[src/rtl/spi_slave_pkg.sv]
// Shared types and helpers for the SPI register slave.
package spi_slave_pkg;

  typedef enum logic [1:0] {
    ST_IDLE = 2'd0,
    ST_CMD  = 2'd1,
    ST_DATA = 2'd2
  } state_e;

  localparam logic CMD_WRITE = 1'b1;

  // Data is sampled on the rising SCK edge when CPOL and CPHA agree.
  function automatic logic sample_on_rise(input logic cpol, input logic cpha);
    return (cpol == cpha);
  endfunction

endpackage

[src/rtl/spi_edge_sync.sv]
// Oversampling synchronisers for the SPI pins plus mode-aware edge strobes.
module spi_edge_sync
  import spi_slave_pkg::*;
#(
  parameter bit CPOL = 1'b0,
  parameter bit CPHA = 1'b0
) (
  input  logic clk,
  input  logic rst,
  input  logic sck_i,
  input  logic ssel_i,
  input  logic mosi_i,
  output logic sample_o,
  output logic shift_o,
  output logic ssel_fall_o,
  output logic ssel_rise_o,
  output logic ssel_oe_o,
  output logic mosi_o
);

  localparam bit SAMPLE_RISE = sample_on_rise(CPOL, CPHA);

  logic [2:0] sck_q;
  logic [2:0] ssel_q;
  logic [1:0] mosi_q;
  logic       seen_q;
  logic       sck_rise_s;
  logic       sck_fall_s;

  // SSEL resets to "active" so a frame open across reset cannot fake a falling edge.
  always_ff @(posedge clk) begin
    if (rst) begin
      sck_q  <= {3{CPOL}};
      ssel_q <= 3'b000;
      mosi_q <= 2'b00;
      seen_q <= 1'b0;
    end else begin
      sck_q  <= {sck_q[1:0], sck_i};
      ssel_q <= {ssel_q[1:0], ssel_i};
      mosi_q <= {mosi_q[0], mosi_i};
      seen_q <= seen_q | ssel_q[0];
    end
  end

  assign sck_rise_s  = sck_q[1] & ~sck_q[2];
  assign sck_fall_s  = ~sck_q[1] & sck_q[2];
  assign sample_o    = SAMPLE_RISE ? sck_rise_s : sck_fall_s;
  assign shift_o     = SAMPLE_RISE ? sck_fall_s : sck_rise_s;
  assign ssel_fall_o = ~ssel_q[1] & ssel_q[2];
  assign ssel_rise_o = ssel_q[1] & ~ssel_q[2];
  assign ssel_oe_o   = ~ssel_q[0] & seen_q;
  assign mosi_o      = mosi_q[1];

endmodule

[src/rtl/spi_slave_regs.sv]
// SPI slave with an addressed, auto-incrementing register bank and MISO read-back.
// Optional frame counter as TX word 0: define SPI_SLAVE_REGS_STATUS_EN.
module spi_slave_regs
  import spi_slave_pkg::*;
#(
  parameter int  WIDTH = 8,
  parameter int  NREG  = 4,
  parameter bit  CPOL  = 1'b0,
  parameter bit  CPHA  = 1'b0,
  localparam int AW    = $clog2(NREG)
) (
  input  logic                  clk,
  input  logic                  rst,
  input  logic                  SCK,
  input  logic                  SSEL,
  input  logic                  MOSI,
  output logic                  MISO,
  output logic                  MISO_OE,
  output logic [NREG*WIDTH-1:0] REGS,
  output logic                  WR_STB,
  output logic [AW-1:0]         WR_ADDR
);

  localparam int BW = $clog2(WIDTH);

  logic             sample_s, shift_s, ssel_fall_s, ssel_rise_s, ssel_oe_s, mosi_s;
  state_e           state_q, state_d;
  logic [BW-1:0]    bitcnt_q;
  logic [WIDTH-1:0] rx_q, tx_q, next_q, word0_s, rx_word_s;
  logic [AW-1:0]    ptr_q, ptr_inc_s;
  logic             wr_frame_q, first_shift_q, start_s, word_done_s;
  logic             cmd_done_s, wr_done_s, rd_done_s;
  logic [WIDTH-1:0] regs_q [NREG];
  logic             wr_stb_q, oe_q;
  logic [AW-1:0]    wr_addr_q;

  spi_edge_sync #(.CPOL(CPOL), .CPHA(CPHA)) u_sync (
    .clk         (clk),
    .rst         (rst),
    .sck_i       (SCK),
    .ssel_i      (SSEL),
    .mosi_i      (MOSI),
    .sample_o    (sample_s),
    .shift_o     (shift_s),
    .ssel_fall_o (ssel_fall_s),
    .ssel_rise_o (ssel_rise_s),
    .ssel_oe_o   (ssel_oe_s),
    .mosi_o      (mosi_s)
  );

  assign rx_word_s   = {rx_q[WIDTH-2:0], mosi_s};
  assign ptr_inc_s   = ptr_q + {{(AW-1){1'b0}}, 1'b1};
  assign start_s     = ssel_fall_s & (state_q == ST_IDLE);
  assign word_done_s = sample_s & (bitcnt_q == BW'(WIDTH - 1));

`ifdef SPI_SLAVE_REGS_STATUS_EN
  logic [7:0] frame_cnt_q;
  logic [7:0] frame_cnt_d;

  assign frame_cnt_d = frame_cnt_q + 8'd1;
  assign word0_s     = WIDTH'({{WIDTH{1'b0}}, frame_cnt_d});

  always_ff @(posedge clk) begin
    if (rst) begin
      frame_cnt_q <= 8'd0;
    end else if (ssel_fall_s) begin
      frame_cnt_q <= frame_cnt_d;
    end
  end
`else
  assign word0_s = {WIDTH{1'b0}};
`endif

  always_ff @(posedge clk) begin
    if (rst) begin
      state_q <= ST_IDLE;
    end else begin
      state_q <= state_d;
    end
  end

  // An SSEL rise wins over a completing command word; a completing data word still commits.
  always_comb begin
    state_d = state_q;
    case (state_q)
      ST_IDLE: state_d = ssel_fall_s ? ST_CMD : ST_IDLE;
      ST_CMD: begin
        if (ssel_rise_s)      state_d = ST_IDLE;
        else if (word_done_s) state_d = ST_DATA;
        else                  state_d = ST_CMD;
      end
      ST_DATA: state_d = ssel_rise_s ? ST_IDLE : ST_DATA;
      default: state_d = ST_IDLE;
    endcase
  end

  always_comb begin
    cmd_done_s = 1'b0;
    wr_done_s  = 1'b0;
    rd_done_s  = 1'b0;
    case (state_q)
      ST_CMD:  cmd_done_s = word_done_s;
      ST_DATA: begin
        wr_done_s = word_done_s & wr_frame_q;
        rd_done_s = word_done_s & ~wr_frame_q;
      end
      default: cmd_done_s = 1'b0;
    endcase
  end

  always_ff @(posedge clk) begin
    if (rst) begin
      bitcnt_q      <= {BW{1'b0}};
      rx_q          <= {WIDTH{1'b0}};
      tx_q          <= {WIDTH{1'b0}};
      next_q        <= {WIDTH{1'b0}};
      ptr_q         <= {AW{1'b0}};
      wr_frame_q    <= 1'b0;
      first_shift_q <= 1'b0;
      wr_stb_q      <= 1'b0;
      wr_addr_q     <= {AW{1'b0}};
      oe_q          <= 1'b0;
      for (int k = 0; k < NREG; k++) regs_q[k] <= {WIDTH{1'b0}};
    end else begin
      oe_q     <= ssel_oe_s;
      wr_stb_q <= wr_done_s;
      if (state_q == ST_IDLE) bitcnt_q <= {BW{1'b0}};
      else if (sample_s)      bitcnt_q <= word_done_s ? {BW{1'b0}} : bitcnt_q + BW'(1);
      if (state_q != ST_IDLE && sample_s) rx_q <= rx_word_s;

      if (start_s) begin
        next_q <= {WIDTH{1'b0}};
      end else if (cmd_done_s) begin
        ptr_q      <= rx_word_s[AW-1:0];
        wr_frame_q <= (rx_word_s[WIDTH-1] == CMD_WRITE);
        next_q     <= (rx_word_s[WIDTH-1] == CMD_WRITE) ? {WIDTH{1'b0}} : regs_q[rx_word_s[AW-1:0]];
      end else if (wr_done_s) begin
        regs_q[ptr_q] <= rx_word_s;
        wr_addr_q     <= ptr_q;
        ptr_q         <= ptr_inc_s;
        next_q        <= {WIDTH{1'b0}};
      end else if (rd_done_s) begin
        ptr_q  <= ptr_inc_s;
        next_q <= regs_q[ptr_inc_s];
      end

      // With CPHA=1 the first edge of a frame only launches the already loaded MSB.
      if (start_s) begin
        tx_q          <= word0_s;
        first_shift_q <= 1'b1;
      end else if (state_q != ST_IDLE && shift_s) begin
        first_shift_q <= 1'b0;
        if (CPHA && first_shift_q)          tx_q <= tx_q;
        else if (bitcnt_q == {BW{1'b0}})   tx_q <= next_q;
        else                                tx_q <= {tx_q[WIDTH-2:0], 1'b0};
      end
    end
  end

  for (genvar k = 0; k < NREG; k++) begin : g_regs
    assign REGS[k*WIDTH +: WIDTH] = regs_q[k];
  end

  assign MISO    = tx_q[WIDTH-1];
  assign MISO_OE = oe_q;
  assign WR_STB  = wr_stb_q;
  assign WR_ADDR = wr_addr_q;

endmodule

[config.mk]
export PLATFORM = sky130hd
export DESIGN_NAME = spi_slave_regs
export DESIGN_NICKNAME = d
export VERILOG_FILES = /design/src/rtl/spi_slave_pkg.sv /design/src/rtl/spi_edge_sync.sv /design/src/rtl/spi_slave_regs.sv
export SDC_FILE = /design/constraint.sdc
export NUM_CORES = 1
export LEC_CHECK = 0
export ABC_AREA = 1
export BUFFER_PORTS_ARGS = -buffer_cell sky130_fd_sc_hd__clkbuf_2
export CAP_MARGIN = 0
export CORE_ASPECT_RATIO = 2
export CORE_MARGIN = 3
export CORE_UTILIZATION = 32
export CTS_CLUSTER_SIZE = 24
export DETAILED_ROUTE_END_ITERATION = 8
export PLACE_DENSITY = 0.54
export SLEW_MARGIN = 40
export SYNTH_ARGS = -nofsm -noshare
export SYNTH_HDL_FRONTEND = slang
export SYNTH_SLANG_ARGS = --single-unit
[constraint.sdc]
create_clock -name clk -period 2.6 [get_ports clk]
set_input_delay 0.52 -clock clk [delete_from_list [all_inputs] [get_ports clk]]
set_output_delay 0.52 -clock clk [all_outputs]
set_load 0.02 [all_outputs]
# ---- Word level (Yosys, flattened, before mapping)
# Memory sizes are Yosys's and may differ from the RTL's.
# Index checks and enable logic that the tools add are counted.
dict set report op_classes {
  add_sub_neg 2
  bitwise 18
  eq_ne 3
  mux 27
  reduce_logical 12
}
# operator n
set ops {}
lappend ops {{$mux W8} 6}
lappend ops {{$mux W2} 7}
lappend ops {{$mux W1} 12}
lappend ops {{$and A1 B1 Y1} 9}
lappend ops {{$not A1 Y1} 8}
lappend ops {{$reduce_or A8 Y1} 1}
lappend ops {{$pmux W2 S3} 1}
lappend ops {{$reduce_and A2 Y1} 2}
lappend ops {{$reduce_or A2 Y1} 2}
lappend ops {{$add A3 B1 Y3 const B} 1}
lappend ops {{$eq A3 B3 Y1 const B} 1}
lappend ops {{$logic_not A3 Y1} 1}
lappend ops {{$mux W3} 1}
lappend ops {{$reduce_and A3 Y1} 1}
lappend ops {{$reduce_bool A3 Y1} 1}
lappend ops {{$add A2 B1 Y2 const B} 1}
lappend ops {{$eq A2 B1 Y1 const B} 1}
lappend ops {{$eq A2 B2 Y1 const B} 1}
lappend ops {{$logic_and A1 B1 Y1} 2}
lappend ops {{$logic_not A2 Y1} 1}
lappend ops {{$reduce_bool A2 Y1} 1}
lappend ops {{$or A1 B1 Y1} 1}
dict set report word_totals {
  mem_count 1
  elab_cells 77
  out_inout_bits 37
  ramBits 32
  ff_bits 44
}
# memory depth width read_ports rd_clocked_by_memory_dff wr line
set memory_table {}
lappend memory_table {regs_q 4 8 6 0 4 spi_slave_regs.sv:33} ;# logic [WIDTH-1:0] regs_q [NREG];

# ---- Depth between registers and ports, before layout
# Gate-level depths: netlist of run 1.
dict set report logic_depth {
  depth_word 12
  ltp_mapped 10
  mapped_depth_nobuf 10
}

# ---- Modules after synthesis
# A second synthesis of run 1 with hierarchy kept.
dict set report hier_totals {
  hier_cells 506
  area_unflattened_um2 3692.3
}
# mod area_each_um2 cells_per_inst n_inst
set modules_own_cells {}
lappend modules_own_cells {spi_slave_regs 3397.0 469 1}
lappend modules_own_cells {spi_edge_sync 295.3 37 1}

# ---- Worst setup path before layout of run 1
# Ideal clock, no wire load.
dict set report synth_path {
  path_kind {flip-flop to flip-flop}
  start {register bitcnt_q[1]}
  end {memory regs_q[1][0] (enable)}
  stages_incl_launch_ff 7
  setup_slack_ns 0.548
  synth_period_minus_slack_ns 2.052
  required_time_ns 2.216
  arrival_time_ns 1.668
  cell_sequence {dfxtp_1 > ha_1 > ha_1 > nand3_2 > nor2_4 > inv_2 > o21ai_0}
}
# item line
set synth_lines {}
lappend synth_lines {{start, declared} spi_slave_regs.sv:28} ;# logic [BW-1:0] bitcnt_q;
lappend synth_lines {{start signal, assigned} spi_slave_regs.sv:113} ;# bitcnt_q <= {BW{1'b0}};
lappend synth_lines {{start signal, assigned} spi_slave_regs.sv:127} ;# if (state_q == ST_IDLE) bitcnt_q <= {BW{1'b0}};
lappend synth_lines {{start signal, assigned} spi_slave_regs.sv:128} ;# else if (sample_s) bitcnt_q <= word_done_s ? {BW{1'b0}} : bitcnt_q + BW'(1);
lappend synth_lines {{end, declared} spi_slave_regs.sv:33}

==> impl_metrics.json, run 1 <==
{
  "min_to": "u_sync.ssel_q[0]$_SDFF_PP0_",
  "core-area_mm2": 0.0110,
  "r2r_end": "regs_q[2][4]$_SDFFCE_PN0P_",
  "fin_util": 0.390,
  "drt-total-wl_um": 10100,
  "finalPower_w": 0.00262,
  "rows": 54,
  "syn_nets": 489,
  "cts_root_buffer": "clkbuf_16",
  "pre_cts_ws_ns": 0.537,
  "h-tree-depth": 3,
  "cts_tree": "yes",
  "viasPerCell": 4.65,
  "dieArea_mm2": 0.0127,
  "grt_util_met2": 0.321,
  "critPathLaunchType": "flip-flop",
  "nets": 536,
  "cts_resized": 0,
  "layout-area-overhead-vs-synth_pct": 18.2,
  "fillerInstances": 1154,
  "path_cells": "ha_1 -> ha_1 -> nand3_2 -> nor2_4 -> inv_2 -> nor2_8 -> nand3_4 -> nand2_1",
  "die_w_um": 81.3,
  "fmax_mhz": 487,
  "portBuffers": 41,
  "reg2regPathDepth": 8,
  "post-route-worst-setup-slack_ns": 0.546,
  "use_met1": 0.162,
  "clk_latency_ns": 0.34,
  "rsz0062_at_grt": "no",
  "grt_antenna_before_repair": 0,
  "grt_max_degree": 20,
  "synth_common_cells": "120 x nand2_1, 74 x inv_1, 71 x nor2_1, 44 x dfxtp_1, 44 x nand3_1",
  "drt_iter0_drc": 161,
  "die_h_um": 157,
  "min_path_cells": 3,
  "fin_crit_ns": 2.05,
  "crit_required_ns": 2.61,
  "critPathTopFamily": "simple AND/OR/NAND/NOR gates",
  "slowest_delay_ns": 0.36,
  "ir_worst_vdd_uv": 345,
  "min-delay-path-class": "in -> reg",
  "synth_cells": 481,
  "place.gp.congestion": 0.908,
  "synth.avg_cell_area_um2": 7.55,
  "ys_ff_latch": 76,
  "maxSlewViolCount": 0,
  "synth.most_common_cell": "nand2_1",
  "hold_viol": 0,
  "r2r-start": "bitcnt_q[1]$_SDFFE_PP0P_",
  "synth_ff_type": "dfxtp_1",
  "slowest_stage": "dfxtp_1",
  "cts.sinks": 76,
  "ctsHoldBuffers": 0,
  "outcome": "complete, no violations",
  "fin_skew_ns": 0.00924,
  "ys_types": 27,
  "crit_buf_inv": 1,
  "syn-cell-area_mm2": 0.00363,
  "powerDensity_mw_per_mm2": 612,
  "hp-start": "SSEL",
  "pin_count": 42,
  "yosysTopAreaCellShare": 0.265,
  "wire_per_inst_um": 15.0,
  "grt_pass1_vias": 3067,
  "yosys_warnings": 0,
  "r2r_slack_ns": 0.55,
  "top_usage_layer": "met2",
  "antenna_cells": 0,
  "clkSlewWorstSetupHoldPaths_ns": 0.06,
  "drive_above_1_share": 0.154,
  "end_kind": "flip-flop",
  "grt.met3_usage": 0.0317,
  "cp_max_fo": 9,
  "drt.antenna.violating_nets": 0,
  "synth-edff-count": 32,
  "synth_largest_area_cell": "edfxtp_1",
  "path_class": "reg -> reg",
  "relSlewSlack": 0.574,
  "place_hpwl_um": 7900,
  "timing.setup.tns_ns": 0,
  "num_vias": 3129,
  "tightest_slew_ns": 0.639,
  "final-setup-viol-count": 0,
  "clockBufferDepth": 2,
  "leakagePower_nw": 1.96,
  "crit_arrival_ns": 2.06,
  "dr.pass1.iters": 4,
  "finalCritPeriodShare": 0.790,
  "gr-total-overflow": 0,
  "grt_usage": 0.167,
  "async_flop_share": 0,
  "cpMostUsedCell": "ha_1",
  "maxCapViolations": 0,
  "cts_setup_buffers": 0,
  "yosysSeqAreaShare": 0.507,
  "initial_core_util": 0.330,
  "cts_made_buffers": 9,
  "drc": 0,
  "grt_pass1_wl_um": 15700,
  "synth_area_leaders": "edfxtp_1 26%, dfxtp_1 24%, nand2_1 12%"
}
[worst max path at each step]
stage	cells after the start	startpoint	slack, ns	end
floorplan	6	bitcnt_q[1]$_SDFFE_PP0P_	0.55	regs_q[1][0]$_SDFFCE_PN0P_
finish	8	bitcnt_q[1]$_SDFFE_PP0P_	0.55	regs_q[2][4]$_SDFFCE_PN0P_
global placement	8	bitcnt_q[1]$_SDFFE_PP0P_	0.63	regs_q[2][4]$_SDFFCE_PN0P_
detailed placement	8	bitcnt_q[1]$_SDFFE_PP0P_	0.54	regs_q[2][5]$_SDFFCE_PN0P_
global route	8	bitcnt_q[1]$_SDFFE_PP0P_	0.34	regs_q[2][7]$_SDFFCE_PN0P_
CTS	8	bitcnt_q[1]$_SDFFE_PP0P_	0.54	regs_q[2][7]$_SDFFCE_PN0P_
[sequential cells by signal, indices dropped and copies added, names as in the netlist, 2 cells and up]
name and count:
regs_q 32, next_q 8, tx_q 8, rx_q 7, bitcnt_q 3, u_sync.sck_q 3
u_sync.ssel_q 3, WR_ADDR 2, ptr_q 2, state_q 2, u_sync.mosi_q 2
[where the power goes]
part	internal (W)	total, W	switching, W	leakage (nW)
registers	0.00127	0.00130	0.0000277	0.677
clock network	0.000705	0.00118	0.000471	0.144
logic	0.0000456	0.000150	0.000105	1.14
[worst reg2reg max path: cells and delay by family (launching register included)]
family | cells | cell delay, ns
adder cells (fa/ha/maj) | 2 | 0.35
buffers and inverters | 1 | 0.09
flip-flops | 1 | 0.36
AND/OR/NAND/NOR | 5 | 0.94
[logic make-up (layout without fill, tap and decap cells)]
group	after synthesis	count (layout)	share of synthesized area
and+or+nand+nor	253	253	0.300
buffers and inverters	96	148	0.105
DFF	76	76	0.507
AOI/OAI and AO/OA	53	53	0.0776
adders and majority gates	3	3	0.0103
[stage by stage]
step | hold slack [ns] | cells | cell area, um^2
final | 0.372 | 673 | 4290
after global placement | 0.402 | 657 | 4010
after CTS | 0.361 | 673 | 4290
after detailed placement | 0.400 | 657 | 4010
after floorplan | 0.388 | 481 | 3630
after global routing | 0.377 | 673 | 4290
[cell usage in the layout (no fill, tap or decap), types with 2 or more instances in the layout]
master,Yosys,layout
nand2_1,120,120
inv_1,74,74
nor2_1,71,71
dfxtp_1,44,44
nand3_1,44,44
clkbuf_2,0,42
edfxtp_1,32,32
a21oi_1,24,24
o21ai_0,23,23
clkbuf_16,0,10
buf_4,0,10
inv_2,5,5
o211ai_1,5,5
nor3_1,5,5
nor3_2,3,3
ha_1,3,3
clkinv_2,0,3
nor2_2,2,2
clkinv_1,2,2
nor4_1,2,2
[layout make-up]
type,instances,area [um^2],area share
Multi-Input combinational cell,309,1410,0.328
Clock buffer,12,259,0.0603
Clock inverter,4,23.8,0.00554
Tap cell,140,175,0.0408
Timing Repair Buffer,51,280,0.0653
Sequential cell,76,1840,0.429
Inverter,81,304,0.0708
[per-layer routing]
layer / routed length [um] / up-vias
met5: 0 / -
met2: 5950 / 57
met3: 275 / 18
met1: 3560 / 1444
li1: - / 1610
met4: 289 / 0
Note: power is estimated with default switching activity, not from simulation.
==> inputs of run 2 (changes only) <==
- clock period: 2.6 -> 1.95 ns (I/O delays scaled with it)
==> run 2 against run 1 <==
Effect of this change: flip-flop and latch count did not move; design area rose by 2.2%; fmax rose by 13%; first-iteration DRC count fell by 17%; worst hold slack got worse by 0.13 ns; critical endpoint is now regs_q[2][7]$_SDFFCE_PN0P_; largest cell class unchanged; largest power group unchanged.
==> impl_metrics.json, run 2 (synthesis gave the netlist of run 1 again) <==
{
  "outcome": "complete, no violations",
  "initial_core_util": 0.330,
  "fmax_mhz": 551,
  "portBuffers": 41,
  "fin_skew_ns": 0.00771,
  "cts_made_buffers": 9,
  "end_kind": "flip-flop",
  "fin_crit_ns": 1.82,
  "rows": 54,
  "fin_util": 0.398,
  "layout-area-overhead-vs-synth_pct": 20.9,
  "crit_arrival_ns": 2.00,
  "pin_count": 42,
  "clkSlewWorstSetupHoldPaths_ns": 0.06,
  "min-delay-path-class": "in -> reg",
  "dr.pass1.iters": 4,
  "hold_viol": 0,
  "drt-total-wl_um": 10200,
  "maxSlewViolCount": 0,
  "antenna_cells": 0,
  "place_hpwl_um": 8130,
  "grt_antenna_before_repair": 0,
  "path_class": "reg -> reg",
  "die_w_um": 81.3,
  "dieArea_mm2": 0.0127,
  "rsz0062_at_grt": "no",
  "dp_cells": 669,
  "num_vias": 3170,
  "cts_root_buffer": "clkbuf_16",
  "cts_tree": "yes",
  "drt_iter0_drc": 133,
  "leakagePower_nw": 2.02,
  "relSlewSlack": 0.632,
  "crit_required_ns": 2.13,
  "dpl_cell_area_mm2": 0.00410,
  "clk_latency_ns": 0.34,
  "core-area_mm2": 0.0110,
  "h-tree-depth": 3,
  "grt_max_degree": 20,
  "critPathLaunchType": "flip-flop",
  "finalCritPeriodShare": 0.931,
  "cts_setup_buffers": 0,
  "final-setup-viol-count": 0,
  "fillerInstances": 1180,
  "viasPerCell": 4.63,
  "gr-total-overflow": 0,
  "tightest_slew_ns": 0.549,
  "layoutNonFillerInstCount": 685,
  "cp_max_fo": 8,
  "grt_pass1_wl_um": 16400,
  "drc": 0,
  "ir_worst_vdd_uv": 491,
  "drive_above_1_share": 0.174,
  "grt_usage": 0.175,
  "nets": 548,
  "finalPower_w": 0.00353,
  "drt.antenna.violating_nets": 0,
  "clockBufferDepth": 2,
  "largestRegisters": "regs_q x32, next_q x8, tx_q x8",
  "stdcell_area_mm2": 0.00439,
  "regMostFlops": "regs_q",
  "place.gp.congestion": 0.913,
  "maxCapViolations": 0,
  "timing.setup.tns_ns": 0,
  "largest_reg_flops": 32,
  "powerDensity_mw_per_mm2": 804,
  "grt_pass1_vias": 3250,
  "cts.sinks": 76,
  "final_cell_mix": "119 x nand2_1, 74 x inv_1, 71 x nor2_1",
  "die_h_um": 157,
  "final_common_cell": "nand2_1",
  "wire_per_inst_um": 14.8
}
## run 2: critical path: stages (launching register included)
cell	delay (ns)
dfxtp_1	0.36
ha_1	0.16
ha_1	0.20
nand3_2	0.16
nor2_4	0.16
inv_2	0.09
nor2_8	0.10
buf_4	0.18
nand2_2	0.11
nor3_2	0.14
## run 2: path summary, 6_finish.rpt
path / slack (ns) / to / startpoint / depth (start not counted)
worst max register to register: 0.13 / regs_q[2][7]$_SDFFCE_PN0P_ / bitcnt_q[1]$_SDFFE_PP0P_ / 9
worst min register to register: 0.41 / u_sync.sck_q[1]$_SDFF_PP0_ / u_sync.sck_q[0]$_SDFF_PP0_ / 2
worst max-delay path: 0.13 / regs_q[2][7]$_SDFFCE_PN0P_ / bitcnt_q[1]$_SDFFE_PP0P_ / 9
worst min-delay path: 0.24 / u_sync.ssel_q[0]$_SDFF_PP0_ / SSEL / 3
## run 2: final cells by class
type | count | area (um^2) | area share
multi-input cells | 309 | 1410 | 0.321
clock buffers | 11 | 254 | 0.0579
inverters | 81 | 304 | 0.0693
repair buffers | 63 | 370 | 0.0844
flip-flops and latches | 76 | 1840 | 0.420
well taps | 140 | 175 | 0.0399
clock inverters | 5 | 32.5 | 0.00741
## run 2: routing by layer
metal  wire length, um  GRT usage  vias up
met2              5590      0.312       60
met4               832      0.154        0
met1              3520      0.161     1440
met3               232     0.0334       39
li1                  -          -     1631
met5                 0          0        -
## run 2: what timing repair did
item / 4_1_cts / 5_1_grt
gates resized for setup: 0 / 2
setup endpoints to repair: 0 / 16
endpoints found under the hold margin: 0 / 0
hold buffers: 0 / 0
## run 2: metrics by stage
step / setup slack, ns / hold WS [ns]
floorplan: -0.102 / 0.388
CTS: 0.0628 / 0.232
detailed placement: 0.0759 / 0.404
global route: 0.00318 / 0.253
finish: 0.135 / 0.240
global placement: 0.142 / 0.403
## run 2: where the power goes
| part | leakage [nW] | switching [W] | internal [W] | total (W) |
|---|---|---|---|---|
| clock | 0.141 | 0.000652 | 0.000939 | 0.00159 |
| combinational | 1.20 | 0.000139 | 0.0000639 | 0.000203 |
| sequential | 0.677 | 0.0000389 | 0.00169 | 0.00173 |
| total | 2.02 | 0.000830 | 0.00270 | 0.00353 |
==> inputs of run 3 (changes only) <==
- CORE_UTILIZATION: 32 -> 30
- PLACE_DENSITY: 0.54 -> 0.52
==> run 3 against run 2 <==
Effect of this change: clock skew down 0.0015 ns; worst hold slack better by 0.0017 ns; first-iteration DRC count up 19%; setup slack worse by 0.0048 ns; via count about the same; final cell count up 0.44%; clock-buffer cell count up 2; design area up 0.68%; clock power up 11%; sequential power about the same; wire length up 0.14%; fmax down 0.26%.
==> impl_metrics.json, run 3 (synthesis gave the netlist of run 1 again) <==
{
  "crit_arrival_ns": 1.87,
  "cp-startpoint": "bitcnt_q[0]$_SDFFE_PP0P_",
  "maxCapViolations": 0,
  "dr.pass1.iters": 4,
  "largest_reg_flops": 32,
  "leakagePower_nw": 2.02,
  "crit_required_ns": 2.00,
  "r2r-start": "bitcnt_q[0]$_SDFFE_PP0P_",
  "rsz0062_at_grt": "no",
  "grt_usage": 0.157,
  "clk_latency_ns": 0.34,
  "clkSlewWorstSetupHoldPaths_ns": 0.06,
  "regMostFlops": "regs_q",
  "h-tree-depth": 3,
  "critPathTopFamily": "adder cells",
  "slowest_stage": "dfxtp_1",
  "die_h_um": 162,
  "powerDensity_mw_per_mm2": 838,
  "hp-start": "SSEL",
  "drive_above_1_share": 0.169,
  "tightest_slew_ns": 0.552,
  "drt.antenna.violating_nets": 0,
  "critPathLaunchType": "flip-flop",
  "final_common_cell": "nand2_1",
  "final_cell_mix": "119 x nand2_1, 74 x inv_1, 71 x nor2_1",
  "viasPerCell": 4.61,
  "seq_power_share": 0.468,
  "num_vias": 3172,
  "dpl_cell_area_mm2": 0.00409,
  "fin_skew_ns": 0.00617,
  "die_w_um": 83.8,
  "largestRegisters": "regs_q x32, next_q x8, tx_q x8",
  "antenna_cells": 0,
  "fin_util": 0.375,
  "stdcell_area_mm2": 0.00442,
  "timing.setup.tns_ns": 0,
  "crit_buf_inv": 2,
  "ir_worst_vdd_uv": 480,
  "hold_viol": 0,
  "clockBufferDepth": 2,
  "rows": 56,
  "drt-total-wl_um": 10200,
  "outcome": "complete, no violations",
  "fin_crit_ns": 1.82,
  "p_comb_frac": 0.054,
  "fmax_mhz": 549,
  "cpMostUsedCell": "ha_1",
  "swShare": 0.216,
  "min-delay-path-class": "in -> reg",
  "end_kind": "flip-flop",
  "grt_pass1_wl_um": 16300,
  "cts_root_buffer": "clkbuf_16",
  "relSlewSlack": 0.630,
  "p_clk_frac": 0.477,
  "drc": 0,
  "cts_made_buffers": 9,
  "multiInputGateArea_mm2": 0.00141,
  "cp_max_fo": 6,
  "core-area_mm2": 0.0118,
  "wire_per_inst_um": 14.8,
  "cts_tree": "yes",
  "initial_core_util": 0.308,
  "grt_pass1_vias": 3261,
  "fillerInstances": 1282,
  "pin_count": 42,
  "layout-area-overhead-vs-synth_pct": 21.7,
  "gr-total-overflow": 0,
  "place.gp.congestion": 0.906,
  "drt_iter0_drc": 158,
  "min_to": "u_sync.ssel_q[0]$_SDFF_PP0_",
  "place_hpwl_um": 8070,
  "r2r_end": "regs_q[3][1]$_DFFE_PP_",
  "ff_latch_area_mm2": 0.00184,
  "slowest_delay_ns": 0.35,
  "r2r_slack_ns": 0.13,
  "internal_power_w": 0.00290,
  "path_cells": "ha_1 -> ha_1 -> nand3_2 -> nor2_4 -> inv_2 -> o21ai_1 -> buf_4",
  "maxSlewViolCount": 0,
  "cp.depth": 7,
  "final-setup-viol-count": 0,
  "reg2regPathDepth": 7,
  "dieArea_mm2": 0.0135,
  "finalCritPeriodShare": 0.933,
  "cts.sinks": 76,
  "nets": 546,
  "grt_max_degree": 20,
  "path_class": "reg -> reg",
  "portBuffers": 41,
  "switchingPower_w": 0.000800,
  "min_path_cells": 3,
  "grt_antenna_before_repair": 0,
  "cts_setup_buffers": 0
}
[run 3: worst max path at each step]
stage	end	slack, ns
finish	regs_q[3][1]$_DFFE_PP_	0.13
global route	regs_q[3][1]$_DFFE_PP_	0.02
CTS	regs_q[3][1]$_DFFE_PP_	0.04
detailed placement	regs_q[3][7]$_DFFE_PP_	0.06
global placement	regs_q[3][7]$_DFFE_PP_	0.09
floorplan	regs_q[1][0]$_SDFFCE_PN0P_	-0.10
[run 3: worst reg2reg max path, delay by kind of cell (launching register included)]
kind	cells	cell delay [ns]
buffers and inverters	2	0.29
AND/OR/NAND/NOR	2	0.33
AO/OA/AOI/OAI	1	0.21
flip-flops	1	0.35
adder cells (fa/ha/maj)	2	0.36
[run 3: area by class of cell]
cell class	count	area share
tap	145	0.0411
multi-input combinational	309	0.319
clock buffer	13	0.0640
sequential	76	0.417
timing repair buffer	61	0.0804
inverter	81	0.0688
clock inverter	3	0.00963
[run 3: stage by stage]
stage	hold slack (ns)	power (W)	setup slack (ns)	instances
after CTS	0.232	0.00374	0.0384	688
after global routing	0.249	0.00382	0.0208	688
after floorplan	0.388	0.00188	-0.102	481
after detailed placement	0.403	0.00197	0.0569	672
after global placement	0.404	0.00197	0.0926	672
final	0.242	0.00370	0.130	688
[run 3: layer usage]
layer	track usage	vias to the layer above	routed length, um
li1	-	1630	-
met1	0.140	1460	3520
met2	0.311	53	5900
met3	0.0194	29	249
met4	0.111	0	516
met5	0	-	0
[run 3: power groups by stage]
stage	clock network (W)	logic, W	registers (W)
3_5_place_dp	0	0.000203	0.00177
2_1_floorplan	0	0.0000975	0.00179
4_1_cts	0.00180	0.000203	0.00173
6_report	0.00177	0.000201	0.00173
3_3_place_gp	0	0.000202	0.00177
5_1_grt	0.00186	0.000226	0.00174
[run 3: repair_timing]
action                                  4_1_cts  5_1_grt
hold buffers                                  0        0
endpoints found under the setup margin        0       16
resized for setup                             0        2
